[src/rtl/mash_ncc_combiner_pkg.sv]
// Shared constants for the MASH noise-cancellation combiner: order encodings,
// y width and warm-up target.
package mash_ncc_combiner_pkg;

    localparam logic [1:0] ORDER_1   = 2'd1;
    localparam logic [1:0] ORDER_11  = 2'd2;
    localparam logic [1:0] ORDER_111 = 2'd3;

    localparam int unsigned Y_W = 4;

    localparam logic [1:0] WARMUP_TGT = 2'd2;

    typedef logic signed [Y_W-1:0] y_t;

    // Order code 0 is an alias for the full third-order path.
    function automatic logic [1:0] norm_order(input logic [1:0] order);
        return (order == 2'd0) ? ORDER_111 : order;
    endfunction

endpackage

[src/rtl/mash_ncc_combiner_if.sv]
// Control/data bundle between the MASH modulator side and the combiner.
interface mash_ncc_combiner_if #(
    parameter int unsigned P_DIV_WIDTH = 8
);

    logic                   i_en;
    logic                   i_quantize1;
    logic                   i_quantize2;
    logic                   i_quantize3;
    logic [1:0]             i_order;
    logic [P_DIV_WIDTH-1:0] i_int_word;
    logic                   i_int_load;
    logic [P_DIV_WIDTH-1:0] o_div_ratio;
    logic [3:0]             o_y;
    logic                   o_valid;
    logic                   o_ovf;

    modport master (
        output i_en, i_quantize1, i_quantize2, i_quantize3, i_order, i_int_word, i_int_load,
        input  o_div_ratio, o_y, o_valid, o_ovf
    );

    modport slave (
        input  i_en, i_quantize1, i_quantize2, i_quantize3, i_order, i_int_word, i_int_load,
        output o_div_ratio, o_y, o_valid, o_ovf
    );

endinterface

[src/rtl/ncc_diff_stage.sv]
// (1 - z^-1) differentiator; the delay register only advances when enabled.
module ncc_diff_stage
    import mash_ncc_combiner_pkg::*;
(
    input  logic i_clk,
    input  logic i_rst,
    input  logic i_en,
    input  y_t   i_x,
    output y_t   o_diff
);

    y_t x_q;

    always_ff @(posedge i_clk) begin
        if (i_rst) begin
            x_q <= '0;
        end else if (i_en) begin
            x_q <= i_x;
        end
    end

    assign o_diff = i_x - x_q;

endmodule

[src/rtl/mash_ncc_combiner.sv]
// MASH 1-1-1 noise-cancellation combiner: registers N + y as the divide ratio.
// Define NCC_SAT_CHECK_EN to clamp to [P_DIV_MIN, 2^P_DIV_WIDTH-1] with sticky o_ovf.
module mash_ncc_combiner
    import mash_ncc_combiner_pkg::*;
#(
    parameter int unsigned P_DIV_WIDTH = 8,
    parameter int unsigned P_DIV_MIN   = 8
) (
    input logic                i_clk,
    input logic                i_rst,
    mash_ncc_combiner_if.slave bus
);

    localparam int unsigned W = P_DIV_WIDTH;

    logic [W-1:0] shadow_n_q;
    logic [W-1:0] active_n_q;
    logic [1:0]   shadow_order_q;
    logic [1:0]   active_order_q;
    logic [1:0]   warm_q;
    logic [1:0]   warm_d;
    logic [W-1:0] div_q;
    logic [W-1:0] div_d;
    y_t           y_q;
    y_t           y_d;

    y_t q1_ext;
    y_t q2_ext;
    y_t q3_ext;
    y_t d2;
    y_t d3a;
    y_t d3;

    assign q1_ext = {{(Y_W-1){1'b0}}, bus.i_quantize1};
    assign q2_ext = {{(Y_W-1){1'b0}}, bus.i_quantize2};
    assign q3_ext = {{(Y_W-1){1'b0}}, bus.i_quantize3};

    ncc_diff_stage u_diff2 (
        .i_clk  (i_clk),
        .i_rst  (i_rst),
        .i_en   (bus.i_en),
        .i_x    (q2_ext),
        .o_diff (d2)
    );

    // Two cascaded differentiators give q3 - 2*q3d + q3dd.
    ncc_diff_stage u_diff3a (
        .i_clk  (i_clk),
        .i_rst  (i_rst),
        .i_en   (bus.i_en),
        .i_x    (q3_ext),
        .o_diff (d3a)
    );

    ncc_diff_stage u_diff3b (
        .i_clk  (i_clk),
        .i_rst  (i_rst),
        .i_en   (bus.i_en),
        .i_x    (d3a),
        .o_diff (d3)
    );

    always_comb begin
        y_d = q1_ext;
        case (active_order_q)
            ORDER_1:  y_d = q1_ext;
            ORDER_11: y_d = q1_ext + d2;
            default:  y_d = q1_ext + d2 + d3;
        endcase
    end

    always_comb begin
        warm_d = warm_q;
        if (shadow_order_q != active_order_q) begin
            warm_d = '0;
        end else if (warm_q != WARMUP_TGT) begin
            warm_d = warm_q + 2'd1;
        end
    end

`ifdef NCC_SAT_CHECK_EN
    localparam logic signed [W+1:0] DivMinS = (W+2)'(P_DIV_MIN);
    localparam logic signed [W+1:0] DivMaxS = {2'b00, {W{1'b1}}};

    logic signed [W+1:0] sum;
    logic                clamp;
    logic                ovf_q;

    always_comb begin
        sum   = $signed({2'b00, active_n_q}) + $signed({{(W+2-Y_W){y_d[Y_W-1]}}, y_d});
        clamp = 1'b1;
        if (sum < DivMinS) begin
            div_d = DivMinS[W-1:0];
        end else if (sum > DivMaxS) begin
            div_d = {W{1'b1}};
        end else begin
            div_d = sum[W-1:0];
            clamp = 1'b0;
        end
    end

    always_ff @(posedge i_clk) begin
        if (i_rst) begin
            ovf_q <= 1'b0;
        end else if (bus.i_en && clamp) begin
            ovf_q <= 1'b1;
        end
    end

    assign bus.o_ovf = ovf_q;
`else
    always_comb begin
        div_d = active_n_q + {{(W-Y_W){y_d[Y_W-1]}}, y_d};
    end

    assign bus.o_ovf = 1'b0;
`endif

    // Shadow capture ignores i_en; everything downstream freezes when i_en is low.
    always_ff @(posedge i_clk) begin
        if (i_rst) begin
            shadow_n_q     <= '0;
            shadow_order_q <= ORDER_111;
            active_n_q     <= '0;
            active_order_q <= ORDER_111;
            warm_q         <= '0;
            div_q          <= '0;
            y_q            <= '0;
        end else begin
            if (bus.i_int_load) begin
                shadow_n_q     <= bus.i_int_word;
                shadow_order_q <= norm_order(bus.i_order);
            end
            if (bus.i_en) begin
                active_n_q     <= shadow_n_q;
                active_order_q <= shadow_order_q;
                warm_q         <= warm_d;
                div_q          <= div_d;
                y_q            <= y_d;
            end
        end
    end

    assign bus.o_div_ratio = div_q;
    assign bus.o_y         = y_q;
    assign bus.o_valid     = (warm_q == WARMUP_TGT);

endmodule

[src/flat_wrapper.sv]
// flat-port wrapper written by rule: the top's interface ports become plain ports
module mash_ncc_combiner_flat import mash_ncc_combiner_pkg::*;
#(
    parameter int unsigned P_DIV_WIDTH = 8,
    parameter int unsigned P_DIV_MIN   = 8
)
  (i_clk, i_rst, bus_i_en, bus_i_quantize1, bus_i_quantize2, bus_i_quantize3, bus_i_order, bus_i_int_word, bus_i_int_load, bus_o_div_ratio, bus_o_y, bus_o_valid, bus_o_ovf);
  mash_ncc_combiner_if #(.P_DIV_WIDTH(P_DIV_WIDTH)) bus_i ();
  input logic i_clk;
  input logic i_rst;
  input wire logic [$bits(bus_i.i_en)-1:0] bus_i_en;
  input wire logic [$bits(bus_i.i_quantize1)-1:0] bus_i_quantize1;
  input wire logic [$bits(bus_i.i_quantize2)-1:0] bus_i_quantize2;
  input wire logic [$bits(bus_i.i_quantize3)-1:0] bus_i_quantize3;
  input wire logic [$bits(bus_i.i_order)-1:0] bus_i_order;
  input wire logic [$bits(bus_i.i_int_word)-1:0] bus_i_int_word;
  input wire logic [$bits(bus_i.i_int_load)-1:0] bus_i_int_load;
  output wire logic [$bits(bus_i.o_div_ratio)-1:0] bus_o_div_ratio;
  output wire logic [$bits(bus_i.o_y)-1:0] bus_o_y;
  output wire logic [$bits(bus_i.o_valid)-1:0] bus_o_valid;
  output wire logic [$bits(bus_i.o_ovf)-1:0] bus_o_ovf;
  assign bus_i.i_en = bus_i_en;
  assign bus_i.i_quantize1 = bus_i_quantize1;
  assign bus_i.i_quantize2 = bus_i_quantize2;
  assign bus_i.i_quantize3 = bus_i_quantize3;
  assign bus_i.i_order = bus_i_order;
  assign bus_i.i_int_word = bus_i_int_word;
  assign bus_i.i_int_load = bus_i_int_load;
  assign bus_o_div_ratio = bus_i.o_div_ratio;
  assign bus_o_y = bus_i.o_y;
  assign bus_o_valid = bus_i.o_valid;
  assign bus_o_ovf = bus_i.o_ovf;
  mash_ncc_combiner #(.P_DIV_WIDTH(P_DIV_WIDTH), .P_DIV_MIN(P_DIV_MIN)) u_core (.i_clk(i_clk), .i_rst(i_rst), .bus(bus_i));
endmodule
[config.mk]
export PLATFORM = sky130hd
export DESIGN_NAME = mash_ncc_combiner_flat
export DESIGN_NICKNAME = d
export VERILOG_FILES = /design/src/rtl/mash_ncc_combiner_pkg.sv /design/src/rtl/mash_ncc_combiner_if.sv /design/src/rtl/ncc_diff_stage.sv /design/src/rtl/mash_ncc_combiner.sv /design/src/flat_wrapper.sv
export SDC_FILE = /design/constraint.sdc
export NUM_CORES = 1
export LEC_CHECK = 0
export CAP_MARGIN = 20
export CORE_UTILIZATION = 60
export CTS_CLUSTER_SIZE = 8
export DETAILED_ROUTE_END_ITERATION = 8
export DONT_BUFFER_PORTS = 1
export HOLD_SLACK_MARGIN = 0.03
export PLACE_DENSITY = 0.77
export SYNTH_ARGS = -nofsm -noshare
export SYNTH_HDL_FRONTEND = slang
export SYNTH_SLANG_ARGS = --single-unit
[constraint.sdc]
create_clock -name i_clk -period 12.49 [get_ports i_clk]
set_input_delay 2.498 -clock i_clk [delete_from_list [all_inputs] [get_ports i_clk]]
set_output_delay 2.498 -clock i_clk [all_outputs]
set_load 0.02 [all_outputs]
# Word-level counts from Yosys, hierarchy flattened
# Cells that the tools add are included.
# totals
ff_bits	40
latchBits	0
ramBits	0
romBits	0
input_bits	17
out_inout_bits	14
wordCells	29
n_memories	0
# op_classes
n_addsub	7
multipliers	0
n_div	0
order_cmp	0
eq_ne	5
shift	0
n_mux	4
n_bitwise	0
n_reduce_logical	3
# ops
cell	count
adder 8 bit	1
case mux 4 bit (2 select lines)	1
2-to-1 mux 2 bit	3
adder 4 bit	1
== test 2 bit (second input constant)	2
subtractor 1 x 1 -> 2 bit	2
subtractor 4 bit	1
adder 2 x 2 -> 3 bit	1
adder 2 x 1 -> 2 bit (second input constant)	1
== test 2 x 1 -> 1 bit (second input constant)	1
logical NOT 2 bit	1
!= test 2 bit	1
!= test 2 bit (second input constant)	1
AND reduction 2 bit	1
nonzero test 2 bit	1

# Logic depth before layout (Yosys ltp)
# depth
ltp_word	5
depth_mapped	20
mapped_depth_nobuf	20

# Modules after synthesis
# A second synthesis with hierarchy kept.
# unflattened
hier_cells	280
hier_area_um2	2558.7
# modules_own_cells
mod	instances	cells_per_inst	area_each_um2	seq_area_each_um2
mash_ncc_combiner	1	197	1789.2	680.7
ncc_diff_stage at u_core.u_diff3a ...	2	28	256.5	80.1
ncc_diff_stage at u_core.u_diff2	1	27	256.5	80.1

# Worst setup path after synthesis
# Ideal clock, no wire load.
# synth_path
kind	input -> register
startpoint	in bus_i_quantize2
endpoint	reg u_core.div_q[7], in the netlist u_core.bus.o_div_ratio[7]
setup_ns	0.079
arrival_ns	5.891
t_required_ns	12.411
slack_ns	6.519
cell_stages	19
cell_sequence	inv_1 > ha_1 > inv_1 > ha_1 > inv_1 > ha_1 > fa_1 > inv_1 > ha_1 > nand3_1 > a211o_1 > and3_4 > inv_1 > ha_1 > a21oi_1 > o21ai_0 > o31a_1 > xor3_1 > a211oi_2
# synth_via
elab_chain_cells	5
# synth_rtl
item	line_no	text
start: declaration	flat_wrapper.sv:13	input wire logic [$bits(bus_i.i_quantize2)-1:0] bus_i_quantize2;
subtractor 1 x 1 -> 2 bit (*)	ncc_diff_stage.sv:22	assign o_diff = i_x - x_q;
adder 2 x 2 -> 3 bit (*)	mash_ncc_combiner.sv:67, mash_ncc_combiner.sv:68	
adder 4 bit	mash_ncc_combiner.sv:68	default: y_d = q1_ext + d2 + d3;
case mux 4 bit (2 select lines) (*)	mash_ncc_combiner.sv:65	case (active_order_q)
net u_core.y_d[3]	mash_ncc_combiner.sv:25	y_t y_d;
adder 8 bit (*)	mash_ncc_combiner.sv:113	div_d = active_n_q + {{(W-Y_W){y_d[Y_W-1]}}, y_d};
end signal: assignment	mash_ncc_combiner.sv:138	div_q <= div_d;
end: declaration	mash_ncc_combiner.sv:22	logic [W-1:0] div_q;
# Mark *: on every way through the listed nets, which the timed path passes. The rest lies on a longest branch.
# A chain may end at the register's enable or synchronous reset.

# Worst setup path after layout
# Ends and elaborated chain as after synthesis.

==> flow_metrics.py <==
metrics = {
    "global_route": {
        "grt_pass1_wl_mm": 6.18,
        "grt_max_degree": 40,
        "antenna_found_initial": 0,
        "grt_overflow_total": 0,
        "grt_pass1_vias": 1430,
        "grtUsageTotal": 0.236,
    },
    "final_layout": {
        "areaGrowthSynthToFinish_pct": 4.44,
        "diodes": 0,
        "finalNonFillerCells": 256,
        "multi_input_area_um2": 1120,
        "drive_gt1_frac": 0.0377,
        "final-seq-area_um2": 761,
        "fin_util": 0.673,
        "fin_nets": 250,
        "fill_cells": 275,
    },
    "sta": {
        "hold_violations": 0,
        "rsz0062_at_grt": "false",
        "finalCritPeriodShare": 0.475,
        "max_freq_ghz": 0.168,
        "setup_viol": 0,
        "tns_ns": 0,
        "period_minus_slack_ns": 5.94,
        "fin_worst_skew_ns": 0.00780,
        "slew_violations": 0,
    },
    "die": {
        "io_pins": 31,
        "core_um2": 3100,
        "dieHeight_um": 59.7,
        "die_w_um": 59.7,
        "start_util": 0.645,
        "rows": 20,
        "dieArea_um2": 3570,
    },
    "drt": {
        "num_vias": 1444,
        "initialDrtViolationCount": 87,
        "post_drt_wl_per_cell_um": 14.8,
        "first_pass_iters": 4,
        "drc": 0,
        "drtAntennaViolNets": 0,
        "routed_wl_mm": 3.80,
        "viasPerCell": 5.64,
    },
    "clock_network": {
        "cts_sinks": 38,
        "cts_hold_buf": 0,
        "cts.clk_slew.worst_paths_ns": 0.10,
        "cts_root_buffer": "clkbuf_4",
        "clk_path_buf_depth": 2,
        "tritoncts": "built",
        "htreeDepth": 2,
        "cts_buffers": 5,
        "clock_insertion_delay_worst_skew_ns": 0.34,
        "postCtsSetupBuffers": 0,
        "cts_resized": 0,
    },
    "worst_hold_path": {
        "worstHoldEndpoint": "u_core.shadow_n_q[2]",
        "hold_path_class": "reg -> reg",
        "hold-path-cell-count": 2,
        "min-delay-start": "u_core.shadow_n_q[2]",
    },
    "worst_setup_path": {
        "cp-start-kind": "input port",
        "rr_endpoint": "u_core.bus.o_div_ratio[7]",
        "r2r_start": "u_core.u_diff2.x_q[0]",
        "rr_worst_depth": 19,
        "crit_arrival_ns": 6.21,
        "critical_path.max_fanout": 4,
        "endpoint_kind": "flip-flop",
        "criticalPathCategory": "in -> reg",
        "worstPathRequired_ns": 12.76,
        "r2r_slack_ns": 8.40,
    },
    "place": {
        "dpl.hpwl_mm": 2.82,
        "finalWeightedCongestion": 0.843,
        "port_buffers": 0,
        "dp.cells": 248,
    },
    "pwr": {
        "power_density_nw_per_um2": 142,
        "power.total_uw": 297,
        "ir_worst_vdd_uv": 93.2,
        "p_leak_uw": 0.000991,
    },
    "status": {
        "outcome": "finished clean",
    },
    "synthesis": {
        "synth_cell_types": 34,
        "synth_top_area_frac": 0.380,
        "synth_nets": 253,
        "yosys.area.top_type": "dfxtp_1",
        "synthesis.area_um2": 2000,
        "ys_seq_elements": 38,
        "yosysWarnings": 0,
        "synthTopCellsByArea": "dfxtp_1 38%, mux2i_1 13%, ha_1 11%",
        "syn_area_per_cell_um2": 9.35,
        "synth-seq-area-share": 0.380,
        "syn-instance-count": 214,
    },
    "job": {
        "cap_viol_max_count": 0,
    },
}
==> registers in the layout, summed over array words and instances, names as in the netlist <==
signal                  count
u_core.active_n_q           8
u_core.active_order_q       2
u_core.bus.o_div_ratio      8
u_core.bus.o_y              4
u_core.shadow_n_q           8
u_core.shadow_order_q       2
u_core.u_diff2.x_q          1
u_core.u_diff3a.x_q         1
u_core.u_diff3b.x_q         2
u_core.warm_q               2
==> worst max-delay path: stages <==
cell	delay (ns)
inv_1	0.02
ha_1	0.27
inv_1	0.04
ha_1	0.16
inv_1	0.05
ha_1	0.15
inv_1	0.05
fa_1	0.53
inv_1	0.06
ha_1	0.33
a21oi_1	0.20
a211o_1	0.15
and3_4	0.20
inv_1	0.09
ha_1	0.36
o211ai_1	0.10
o21ai_0	0.29
o31a_1	0.19
xor3_1	0.24
a211oi_2	0.21
==> worst max path at each step <==
stage	from	end
final	bus_i_quantize2	u_core.bus.o_div_ratio[7]
after global routing	bus_i_quantize2	u_core.bus.o_div_ratio[7]
after CTS	bus_i_quantize2	u_core.bus.o_div_ratio[7]
after detailed placement	bus_i_quantize2	u_core.bus.o_div_ratio[7]
after global placement	bus_i_quantize2	u_core.bus.o_div_ratio[7]
after floorplan	bus_i_quantize2	u_core.bus.o_div_ratio[7]
==> cell families (layout without fill, tap and decap cells) <==
family	after synthesis	in the layout	synth area share
muxes	26	26	0.130
AOI/OAI and AO/OA	29	29	0.0976
DFF	38	38	0.380
other	1	1	0.00187
and+or+nand+nor	59	59	0.133
xor gates and xnor gates	9	9	0.0469
buffers and inverters	30	28	0.0582
adders and majority gates	22	22	0.153
==> power by group <==
part / switching [µW] / internal [µW] / leakage (µW) / total, µW
sequential: 13.9 / 131 / 0.000312 / 145
combinational: 36.9 / 33.9 / 0.000639 / 70.8
clock: 38.1 / 42.4 / 0.0000395 / 80.6
==> placed cells by master (no fill, tap or decap) <==
master,synthesis,routed
a211o_1,1,1
nand3b_1,1,1
xor3_1,1,1
fa_1,4,4
a21oi_1,6,6
nand4b_1,2,2
o211ai_1,4,4
nor2_1,34,34
inv_1,20,20
o22ai_1,2,2
conb_1,1,1
nor3b_1,1,1
xnor2_1,6,6
a211oi_1,4,4
clkbuf_4,0,5
o21ai_0,5,5
a22oi_1,1,1
nor4b_1,2,2
clkbuf_1,7,2
nand2_1,13,13
a21o_1,2,2
o31a_1,1,1
nand4_1,1,1
xor2_1,2,2
ha_1,18,18
bufinv_16,0,1
a311oi_1,1,1
a31oi_1,1,1
dfxtp_1,38,38
mux2i_1,26,26
nand2b_1,1,1
and3_4,1,1
a211oi_2,1,1
nand3_1,3,3
==> cell type report <==
type	instances	area share
inverters	20	0.0359
flip-flops and latches	38	0.364
multi-input cells	146	0.538
well taps	44	0.0263
clock buffers	7	0.0216
clock inverters	1	0.0144
==> cells in the mapped netlist (all sizes together) <==
| library cell | count |
|---|---|
| nor2 | 34 |
| xnor2 | 6 |
| o31a | 1 |
| fa | 4 |
| nand2 | 13 |
| ha | 18 |
| a311oi | 1 |
| buf | 3 |
| and3 | 1 |
| xor2 | 2 |
| inv | 20 |
| a31oi | 1 |
| o211ai | 4 |
| o21ai | 5 |
| a211o | 1 |
| conb | 1 |
| o22ai | 2 |
| mux2i | 26 |
| nand4b | 2 |
| a21o | 2 |
| nor4b | 2 |
| a211oi | 5 |
| dfxtp | 38 |
| nand3b | 1 |
| xor3 | 1 |
| clkbuf | 7 |
| nand4 | 1 |
| a21oi | 6 |
| a22oi | 1 |
| nand2b | 1 |
| nand3 | 3 |
| nor3b | 1 |
==> layer usage <==
layer	vias to the layer above	track usage	part of all wire
met3	8	0.0736	0.060
met4	0	0.103	0.021
met1	676	0.243	0.40
li1	721	-	-
met5	-	0	0
met2	39	0.435	0.52
==> per-stage QoR <==
step | hold slack (ns) | setup WS (ns) | area, µm²
after global routing | 0.541 | 6.36 | 2090
after global placement | 0.473 | 6.41 | 2010
final | 0.506 | 6.55 | 2090
after CTS | 0.513 | 6.60 | 2090
after floorplan | 0.460 | 6.52 | 2000
after detailed placement | 0.489 | 6.25 | 2010
Note: power is estimated with default switching activity, not from simulation.
